$ cat src/rtl/mrv1_itag_pkg.sv
// Shared types and sizing helpers for the per-thread itag queue.
package mrv1_itag_pkg;

  localparam int ITAG_WIDTH_DEF    = 3;
  localparam int RF_ADDR_WIDTH_DEF = 5;

  function automatic int iqueue_depth(input int itag_w);
    return 1 << itag_w;
  endfunction

  typedef logic [ITAG_WIDTH_DEF-1:0] itag_t;

  typedef struct packed {
    logic                         vld;
    logic                         rd_vld;
    logic [RF_ADDR_WIDTH_DEF-1:0] rd_addr;
  } entry_t;

endpackage

$ cat src/rtl/mrv1_itag_queue_tw.sv
// One thread's circular itag queue: head/tail/count plus per-entry rd tracking.
module mrv1_itag_queue_tw
  import mrv1_itag_pkg::*;
#(
  parameter int ITAG_WIDTH_P    = ITAG_WIDTH_DEF,
  parameter int RF_ADDR_WIDTH_P = RF_ADDR_WIDTH_DEF
) (
  input  logic                                                      clk_i,
  input  logic                                                      rst_i,
  input  logic                                                      flush_i,
  input  logic                                                      alloc_i,
  input  logic                                                      alloc_rd_vld_i,
  input  logic [RF_ADDR_WIDTH_P-1:0]                                alloc_rd_addr_i,
  input  logic [ITAG_WIDTH_P-1:0]                                   retire_cnt_i,
  output logic [ITAG_WIDTH_P-1:0]                                   head_o,
  output logic [ITAG_WIDTH_P-1:0]                                   tail_o,
  output logic [ITAG_WIDTH_P:0]                                     cnt_o,
  output logic [iqueue_depth(ITAG_WIDTH_P)-1:0]                     rd_vld_o,
  output logic [iqueue_depth(ITAG_WIDTH_P)-1:0][RF_ADDR_WIDTH_P-1:0] rd_addr_o
);

  localparam int DEPTH = iqueue_depth(ITAG_WIDTH_P);

  logic [ITAG_WIDTH_P-1:0]                 head_q, tail_q;
  logic [ITAG_WIDTH_P:0]                   cnt_q;
  logic [DEPTH-1:0]                        vld_q, rd_vld_q;
  logic [DEPTH-1:0][RF_ADDR_WIDTH_P-1:0]   rd_addr_q;

  logic [ITAG_WIDTH_P-1:0] k_eff, offs;
  logic [DEPTH-1:0]        clr, set;

  // Entry i is retired when its distance from head falls inside the retire window.
  always_comb begin
    k_eff = ({1'b0, retire_cnt_i} > cnt_q) ? cnt_q[ITAG_WIDTH_P-1:0] : retire_cnt_i;
    clr   = '0;
    set   = '0;
    offs  = '0;
    for (int i = 0; i < DEPTH; i++) begin
      offs   = ITAG_WIDTH_P'(i) - head_q;
      clr[i] = offs < k_eff;
    end
    if (alloc_i) set[tail_q] = 1'b1;
  end

  always_ff @(posedge clk_i) begin
    if (rst_i || flush_i) begin
      head_q   <= '0;
      tail_q   <= '0;
      cnt_q    <= '0;
      vld_q    <= '0;
      rd_vld_q <= '0;
    end else begin
      head_q   <= head_q + k_eff;
      tail_q   <= tail_q + ITAG_WIDTH_P'(alloc_i);
      cnt_q    <= cnt_q + (ITAG_WIDTH_P+1)'(alloc_i) - {1'b0, k_eff};
      vld_q    <= (vld_q & ~clr) | set;
      rd_vld_q <= (rd_vld_q & ~clr) | (alloc_rd_vld_i ? set : '0);
    end
  end

  // Address storage carries no reset; consumers qualify it with rd_vld.
  always_ff @(posedge clk_i) begin
    if (alloc_i) rd_addr_q[tail_q] <= alloc_rd_addr_i;
  end

  a_retire_le_cnt: assert property (@(posedge clk_i) disable iff (rst_i || flush_i)
    ({1'b0, retire_cnt_i} <= cnt_q));

  assign head_o    = head_q;
  assign tail_o    = tail_q;
  assign cnt_o     = cnt_q;
  assign rd_vld_o  = vld_q & rd_vld_q;
  assign rd_addr_o = rd_addr_q;

endmodule

$ cat src/rtl/mrv1_itag_queue.sv
// Per-thread in-order itag allocator / destination tracker feeding retire.
// Optional per-thread flush port enabled by defining MRV1_ITAG_QUEUE_FLUSH_EN.
module mrv1_itag_queue
  import mrv1_itag_pkg::*;
#(
  parameter int NUM_TW_P        = 8,
  parameter int ITAG_WIDTH_P    = ITAG_WIDTH_DEF,
  parameter int rf_addr_width_p = RF_ADDR_WIDTH_DEF,
  localparam int iqueue_size_lp = iqueue_depth(ITAG_WIDTH_P),
  localparam int twid_width_lp  = $clog2(NUM_TW_P)
) (
  input  logic                                                          clk_i,
  input  logic                                                          rst_i,
`ifdef MRV1_ITAG_QUEUE_FLUSH_EN
  input  logic [NUM_TW_P-1:0]                                           flush_i,
`endif
  input  logic                                                          alloc_vld_i,
  input  logic [twid_width_lp-1:0]                                      alloc_twid_i,
  input  logic                                                          alloc_rd_vld_i,
  input  logic [rf_addr_width_p-1:0]                                    alloc_rd_addr_i,
  output logic                                                          alloc_rdy_o,
  output logic [ITAG_WIDTH_P-1:0]                                       alloc_itag_o,
  input  logic [NUM_TW_P-1:0][ITAG_WIDTH_P-1:0]                         retire_cnt_i,
  output logic [NUM_TW_P-1:0]                                           retire_rdy_o,
  output logic [NUM_TW_P-1:0][ITAG_WIDTH_P-1:0]                         retire_itag_o,
  output logic [NUM_TW_P-1:0][iqueue_size_lp-1:0]                       iq_rd_vld_o,
  output logic [NUM_TW_P-1:0][iqueue_size_lp-1:0][rf_addr_width_p-1:0]  iq_rd_addr_o,
  output logic [NUM_TW_P-1:0][ITAG_WIDTH_P:0]                           occupancy_o
);

  logic [NUM_TW_P-1:0][ITAG_WIDTH_P-1:0] head, tail;
  logic [NUM_TW_P-1:0][ITAG_WIDTH_P:0]   cnt;
  logic [NUM_TW_P-1:0]                   flush, alloc_sel;
  logic                                  alloc_fire;

`ifdef MRV1_ITAG_QUEUE_FLUSH_EN
  assign flush = flush_i;
`else
  assign flush = '0;
`endif

  // Readiness uses registered count only, so a full thread cannot refill on its retire cycle.
  assign alloc_rdy_o  = (cnt[alloc_twid_i] != (ITAG_WIDTH_P+1)'(iqueue_size_lp))
                        && !flush[alloc_twid_i];
  assign alloc_itag_o = tail[alloc_twid_i];
  assign alloc_fire   = alloc_vld_i && alloc_rdy_o;

  for (genvar g = 0; g < NUM_TW_P; g++) begin : g_tw
    assign alloc_sel[g] = alloc_fire && (alloc_twid_i == twid_width_lp'(g));

    mrv1_itag_queue_tw #(
      .ITAG_WIDTH_P    (ITAG_WIDTH_P),
      .RF_ADDR_WIDTH_P (rf_addr_width_p)
    ) u_tw (
      .clk_i           (clk_i),
      .rst_i           (rst_i),
      .flush_i         (flush[g]),
      .alloc_i         (alloc_sel[g]),
      .alloc_rd_vld_i  (alloc_rd_vld_i),
      .alloc_rd_addr_i (alloc_rd_addr_i),
      .retire_cnt_i    (retire_cnt_i[g]),
      .head_o          (head[g]),
      .tail_o          (tail[g]),
      .cnt_o           (cnt[g]),
      .rd_vld_o        (iq_rd_vld_o[g]),
      .rd_addr_o       (iq_rd_addr_o[g])
    );

    assign retire_rdy_o[g] = |cnt[g];
  end

  assign retire_itag_o = head;
  assign occupancy_o   = cnt;

endmodule

$ cat config.mk
export PLATFORM = sky130hd
export DESIGN_NAME = mrv1_itag_queue
export DESIGN_NICKNAME = d
export VERILOG_FILES = /design/src/rtl/mrv1_itag_pkg.sv /design/src/rtl/mrv1_itag_queue_tw.sv /design/src/rtl/mrv1_itag_queue.sv
export SDC_FILE = /design/constraint.sdc
export NUM_CORES = 1
export LEC_CHECK = 0
export ABC_AREA = 1
export CAP_MARGIN = 25
export CORE_UTILIZATION = 52
export DETAILED_ROUTE_END_ITERATION = 7
export GPL_ROUTABILITY_DRIVEN = 0
export GPL_TIMING_DRIVEN = 0
export PLACE_DENSITY = 0.86
export SLEW_MARGIN = 0
export SYNTH_ARGS = -nofsm -noshare
export SYNTH_HDL_FRONTEND = slang
export SYNTH_SLANG_ARGS = --single-unit
export TNS_END_PERCENT = 100
$ cat constraint.sdc
create_clock -name clk_i -period 3.77 [get_ports clk_i]
set_input_delay 0.377 -clock clk_i [delete_from_list [all_inputs] [get_ports clk_i]]
set_output_delay 0.377 -clock clk_i [all_outputs]
set_load 0.005 [all_outputs]
Yosys cells after proc, flatten, opt, wreduce, memory -nomap -nowiden
Memories as Yosys holds them, arrays and structs flattened.
Cells that the tools add are included.
Widths: inputs -> output; s select.
- add/subtract/negate cells: 96
- reductions and logical operators: 28
- equality and inequality tests: 8
- magnitude comparators: 89
- multiplexer cells: 69
- bitwise logic cells: 48
- operators by type and width (operator ; count):
    $bwmux 40 ; 8
    $and 8x8->8 ; 24
    $lt 3x3->1 ; 64
    $mux 8 ; 16
    $or 8x8->8 ; 16
    $demux 5 s3 ; 8
    $sub 3x3->3 const A ; 32
    $not 8->8 ; 8
    $sub 1x3->3 const A ; 16
    $sub 2x3->3 const A ; 16
    $mux 5 ; 8
    $lt 3x4->1 const B ; 9
    $add 4x1->4 ; 8
    $gt 3x4->1 ; 8
    $reduce_or 4->1 ; 8
    $sub 4x3->4 ; 8
    $mux 3 ; 9
    $add 3x1->3 ; 8
    $add 3x3->3 ; 8
    $demux 1 s3 ; 8
    $ge 3x1->1 const B ; 8
    $logic_and 1x1->1 ; 18
    $bmux 4 s3 ; 1
    $eq 3x3->1 const B ; 4
    other kinds (8) ; 17
- bits in read-only memories: 8
- bits of input ports: 36
- flip-flop bits (word level): 528
- memories: 1
- memories (memory ; words ; bits a word ; rd ports ; clocked after memory_dff ; wr ports ; RTL line ; text):
    (name not given) ; 8 ; 1 ; 1 ; 0 ; 0 ; mrv1_itag_queue.sv:44 ; && !flush[alloc_twid_i];

Depth between registers and ports, before layout
- depth after elaboration: 9
- depth in mapped cells: 21
- gate-level depth less buffers: 20

By module
A second synthesis with hierarchy kept.
- cell total of the unflattened synthesis: 2352
- area total of the unflattened synthesis: 23399.9 µm²
- modules (own cells, without submodules) (module ; area each (µm²) ; times used ; cells each):
    mrv1_itag_queue_tw at g_tw[2].u_tw ... ; 2841.5 ; 5 ; 278
    mrv1_itag_queue_tw at g_tw[0].u_tw ; 2871.5 ; 1 ; 280
    mrv1_itag_queue_tw at g_tw[1].u_tw ; 2839.0 ; 1 ; 277
    mrv1_itag_queue_tw at g_tw[7].u_tw ; 2831.5 ; 1 ; 274
    mrv1_itag_queue ; 650.6 ; 1 ; 131

Least setup slack after synthesis
Ideal clock, no wire load.
- path kind: input to register
- from: in alloc_twid_i[1]
- to: reg g_tw[5].u_tw.cnt_q[2]
- arrival: 2825 ps
- setup time: 128 ps
- path slack: 818 ps
- required time: 3642 ps
- stages on the path: 18
- path through: buf_6 -> nand2_4 -> buf_6 -> o21bai_2 -> inv_1 -> nand2_1 -> nor2_1 -> nand2_2 -> nand3_4 -> nor2_8 -> buf_8 -> inv_1 -> ha_1 -> inv_1 -> ha_1 -> fa_1 -> xnor2_1 -> nor2_1
- longest elaborated chain between the ends: 8
- ends and longest elaborated chain (item ; RTL line ; text):
    start, declared ; mrv1_itag_queue.sv:18 ; input logic [twid_width_lp-1:0] alloc_twid_i,
    $bmux 4 s3 or $mem_v2 8x1 (tied branches) ; n/a ;
    $mux 4 (implied by the code) or $mux 1 (tied branches) ; mrv1_itag_queue.sv:43, mrv1_itag_queue.sv:44 ;
    $ne 4x4->1 or $logic_not 1->1 (tied branches) ; mrv1_itag_queue.sv:43, mrv1_itag_queue.sv:44 ;
    $logic_and 1x1->1 ; mrv1_itag_queue.sv:44 ;
    $logic_and 1x1->1 ; mrv1_itag_queue.sv:46 ; assign alloc_fire = alloc_vld_i && alloc_rdy_o;
    $logic_and 1x1->1 (*) ; mrv1_itag_queue.sv:49 ; assign alloc_sel[g] = alloc_fire && (alloc_twid_i == twid_width_lp'(g));
    $add 4x1->4 (*) ; mrv1_itag_queue_tw.sv:55 ; cnt_q <= cnt_q + (ITAG_WIDTH_P+1)'(alloc_i) - {1'b0, k_eff};
    $sub 4x3->4 (*) ; mrv1_itag_queue_tw.sv:55 ;
    end signal, assigned ; mrv1_itag_queue_tw.sv:55 ;
    end, declared ; mrv1_itag_queue_tw.sv:25 ; logic [ITAG_WIDTH_P:0] cnt_q;
Every way passes the cells marked *; elsewhere a longest branch is shown, timed or not. The select of a mux whose other input is x is not followed.
A chain may end at the register's enable or synchronous reset.

Final worst setup path
- from: reg g_tw[7].u_tw.cnt_q[1]
- to: reg g_tw[7].u_tw.cnt_q[2]
- longest elaborated chain between the ends: 8
- ends and longest elaborated chain (item ; RTL line ; text):
    start, declared ; mrv1_itag_queue_tw.sv:25 ;
    start signal, assigned ; mrv1_itag_queue_tw.sv:55 ;
    $bmux 4 s3 ; mrv1_itag_queue.sv:43 ; assign alloc_rdy_o = (cnt[alloc_twid_i] != (ITAG_WIDTH_P+1)'(iqueue_size_lp))
    $mux 4 (implied by the code) ; mrv1_itag_queue.sv:43 ;
    $ne 4x4->1 ; mrv1_itag_queue.sv:43 ;
    $logic_and 1x1->1 ; mrv1_itag_queue.sv:44 ;
    $logic_and 1x1->1 ; mrv1_itag_queue.sv:46 ;
    $logic_and 1x1->1 ; mrv1_itag_queue.sv:49 ;
    $add 4x1->4 ; mrv1_itag_queue_tw.sv:55 ;
    $sub 4x3->4 (*) ; mrv1_itag_queue_tw.sv:55 ;
Marked as above.

==> flow_summary.yaml <==
route:
  final_antenna_net_count: 0
  drt_first_pass_iters: 6
  wire_per_inst_um: 18.9
  drt_iter0_drc: 1213
  drt_wl_total_um: 68100
  viasPerCell: 5.21
  drc_errors: 0
  vias: 18800
floorplan:
  die_w_um: 217
  initial_core_util_pct: 52.7
  row_count: 78
  ios: 488
  die_area_sq_um: 47000
  core_area_sq_um: 45500
  die_h_um: 217
pwr:
  p_seq_share_pct: 34.5
  power_switching_mw: 7.35
  vdd_drop_max_v: 0.000442
  p_int_mw: 12.5
  cellPowerDensity_nw_per_um2: 633
  swShare_pct: 37.0
  p_clk_share_pct: 26.6
  combPwrFrac_pct: 38.9
  leakage_nw: 13.5
  totalPowerFinal_mw: 19.9
yosys:
  synth-edff-count: 320
  async_flop_share_pct: 0
  synthFlopType: "edfxtp_1"
  synthesis.nets: 2623
  syn_avg_cell_area_sq_um: 9.93
  ys_ff_latch: 528
  yosysWarnings: 0
  synth_cells: 2415
  ys_seq_area_share_pct: 57.4
  synth_area_sq_um: 24000
  synth_cell_types: 44
clock_network:
  cts.clk_slew.worst_paths_ps: 70
  cts_sinks: 528
  cts_root_buf: "clkbuf_16"
  cts_tree: "yes"
  clockBufferDepth: 3
  clkLatencyLatePin_ps: 600
  cts_hold_buf: 0
  cts_buffers: 53
  htree_num_levels: 2
  ctsResizeCount: 0
  cts_setup_buffers: 0
cells_and_area:
  drive_above_1_share_pct: 6.29
  layoutNonFillerInstCount: 3605
  fin_nets: 3166
  finalInstanceArea_sq_um: 31400
  area_growth_pct: 31.0
sta:
  slew_headroom_pct: 31.1
  setup_viol: 0
  slew_violations: 0
  setup_tns_ps: 0
  worstMarginPinSlew_ps: 1030
  hold_violations: 0
  fin_worst_skew_ps: 15.3
  rsz0062_at_grt: "false"
  finalCriticalPeriod_ps: 3490
  max_freq_ghz: 0.287
  period_share_pct: 92.5
  fin_ws_ps: 284
critical_path:
  crit_arrival_ps: 3940
  critPathBufInv: 5
  critical-path-max-stage-delay_ps: 450
  critPathTopFamily: "simple AND/OR/NAND/NOR gates"
  endpoint_kind: "flop"
  path_common_cell: "inv_1"
  cp_slowest_cell: "dfxtp_1"
  cp_cell_sequence: "inv_1 > nand3_1 > nand2_1 > nand2_1 > nor2_1 > nand2_1 > nand3_4 > nor2_8 > buf_6 > inv_1 > ha_1 > inv_1 > ha_1 > inv_1 > fa_1 > xor2_1 > nor2_1"
  start_kind: "flop"
  cp_data_required_time_ps: 4220
  worstSetupPathType: "flop to flop"
  cp_max_fo: 10
placed_design:
  place_ws_ps: -17.8
  dpl.hpwl_um: 51200
  place_area_sq_um: 29600
  place_inst: 3503
  port-buffer-count: 483
hold_path:
  hold_path_class: "input pin to flop"
global_route:
  grt_pass1_wl_um: 102000
  track_usage_pct: 28.3
  grt_pass1_vias: 18500
  antenna_found_initial: 3
  grt_max_degree: 40
  grt_overflow: 0
status:
  run_status: "finished clean"
run:
  maxCapViolations: 0
metrics by stage:
stage,hold WS [ps],utilization [%]
2_1_floorplan,439,-
4_1_cts,341,69.1
3_5_place_dp,451,65.2
3_3_place_gp,445,65.0
5_1_grt,345,69.1
6_report,353,69.1
cell type report:
cell class	instances	area, sq um
fillers	3216	14100
flip-flops and latches	528	13800
multi-input cells	1419	8330
repair buffers	488	4910
clock buffers	81	1630
inverters	419	1580
well taps	600	751
plain buffers	49	303
clock inverters	19	138
diodes	2	5.00
path summary, 6_finish.rpt:
| kind | startpoint | to | slack (ps) | cells after the start |
|---|---|---|---|---|
| hold reg to reg | g_tw[3].u_tw.vld_q[5] | g_tw[3].u_tw.vld_q[5] | 460 | 2 |
| setup reg to reg | g_tw[7].u_tw.cnt_o[1] | g_tw[7].u_tw.cnt_o[2] | 280 | 17 |
| hold / removal | alloc_rd_addr_i[1] | g_tw[1].u_tw.rd_addr_o[6] | 350 | 1 |
| setup / recovery | g_tw[7].u_tw.cnt_o[1] | g_tw[7].u_tw.cnt_o[2] | 280 | 17 |
layer usage:
metal  part of all wire, %  GRT usage, %
met2                    50          50.5
met4                   3.5          10.9
met1                    39          33.7
met5                 0.019             0
met3                   6.7          5.44
cell usage after synthesis, types with 2 or more instances:
master,number,area share (%)
nor2_4,2,0.094
inv_1,415,6.5
o21a_1,6,0.19
nand3_2,24,1.0
nor2_1,186,2.9
ha_1,156,8.1
clkbuf_1,31,0.49
nor2_8,9,0.75
xnor2_1,31,1.1
buf_6,7,0.33
buf_1,2,0.031
a21o_1,8,0.25
a21oi_2,18,0.66
or2_2,14,0.37
fa_1,16,1.3
o21ai_0,34,0.71
o21bai_1,9,0.28
edfxtp_1,320,40
xor2_1,27,0.99
nand2_1,539,8.4
buf_4,4,0.13
buf_8,3,0.19
nand3b_1,7,0.22
a32oi_1,2,0.073
dfxtp_1,208,17
nand2_2,6,0.16
o22ai_1,3,0.078
a21oi_1,153,3.2
nand3_1,145,3.0
inv_2,2,0.031
nor3b_1,3,0.094
nand4_1,13,0.34
kinds of logic after synthesis:
| kind of cell | Yosys count | share of synthesized area (%) |
|---|---|---|
| AO/OA/AOI/OAI | 238 | 5.61 |
| XOR/XNOR | 58 | 2.12 |
| adder cells (fa/ha/maj) | 172 | 9.47 |
| buffers and inverters | 468 | 7.84 |
| flip-flops | 528 | 57.4 |
| AND/OR/NAND/NOR | 951 | 17.5 |
cell usage in the layout, fill, tap and decap left out, types with 45 or more instances in the layout:
cell	Yosys	routed
dfxtp_1	208	208
nor2_1	186	186
clkbuf_16	0	59
clkbuf_1	31	45
nand3_1	145	145
nand2_1	539	539
edfxtp_1	320	320
inv_1	415	415
a21oi_1	153	153
clkdlybuf4s50_1	0	478
ha_1	156	156
registers in the layout, summed over array words and instances (netlist names):
| name | count |
|---|---|
| g_tw.u_tw.head_o | 24 |
| g_tw.u_tw.rd_addr_o | 320 |
| g_tw.u_tw.tail_o | 24 |
| g_tw.u_tw.vld_q | 64 |
| g_tw.u_tw.rd_vld_q | 64 |
| g_tw.u_tw.cnt_o | 32 |
power groups by stage:
| stage | clock network (mW) | registers, mW | logic, mW |
|---|---|---|---|
| 2_1_floorplan | 0 | 6.84 | 5.26 |
| 3_3_place_gp | 0 | 6.97 | 7.13 |
| 3_5_place_dp | 0 | 6.96 | 7.57 |
| 4_1_cts | 5.36 | 6.85 | 7.66 |
| 5_1_grt | 5.56 | 6.89 | 8.77 |
| 6_report | 5.29 | 6.85 | 7.74 |
Power figures use the tool's default switching activity.
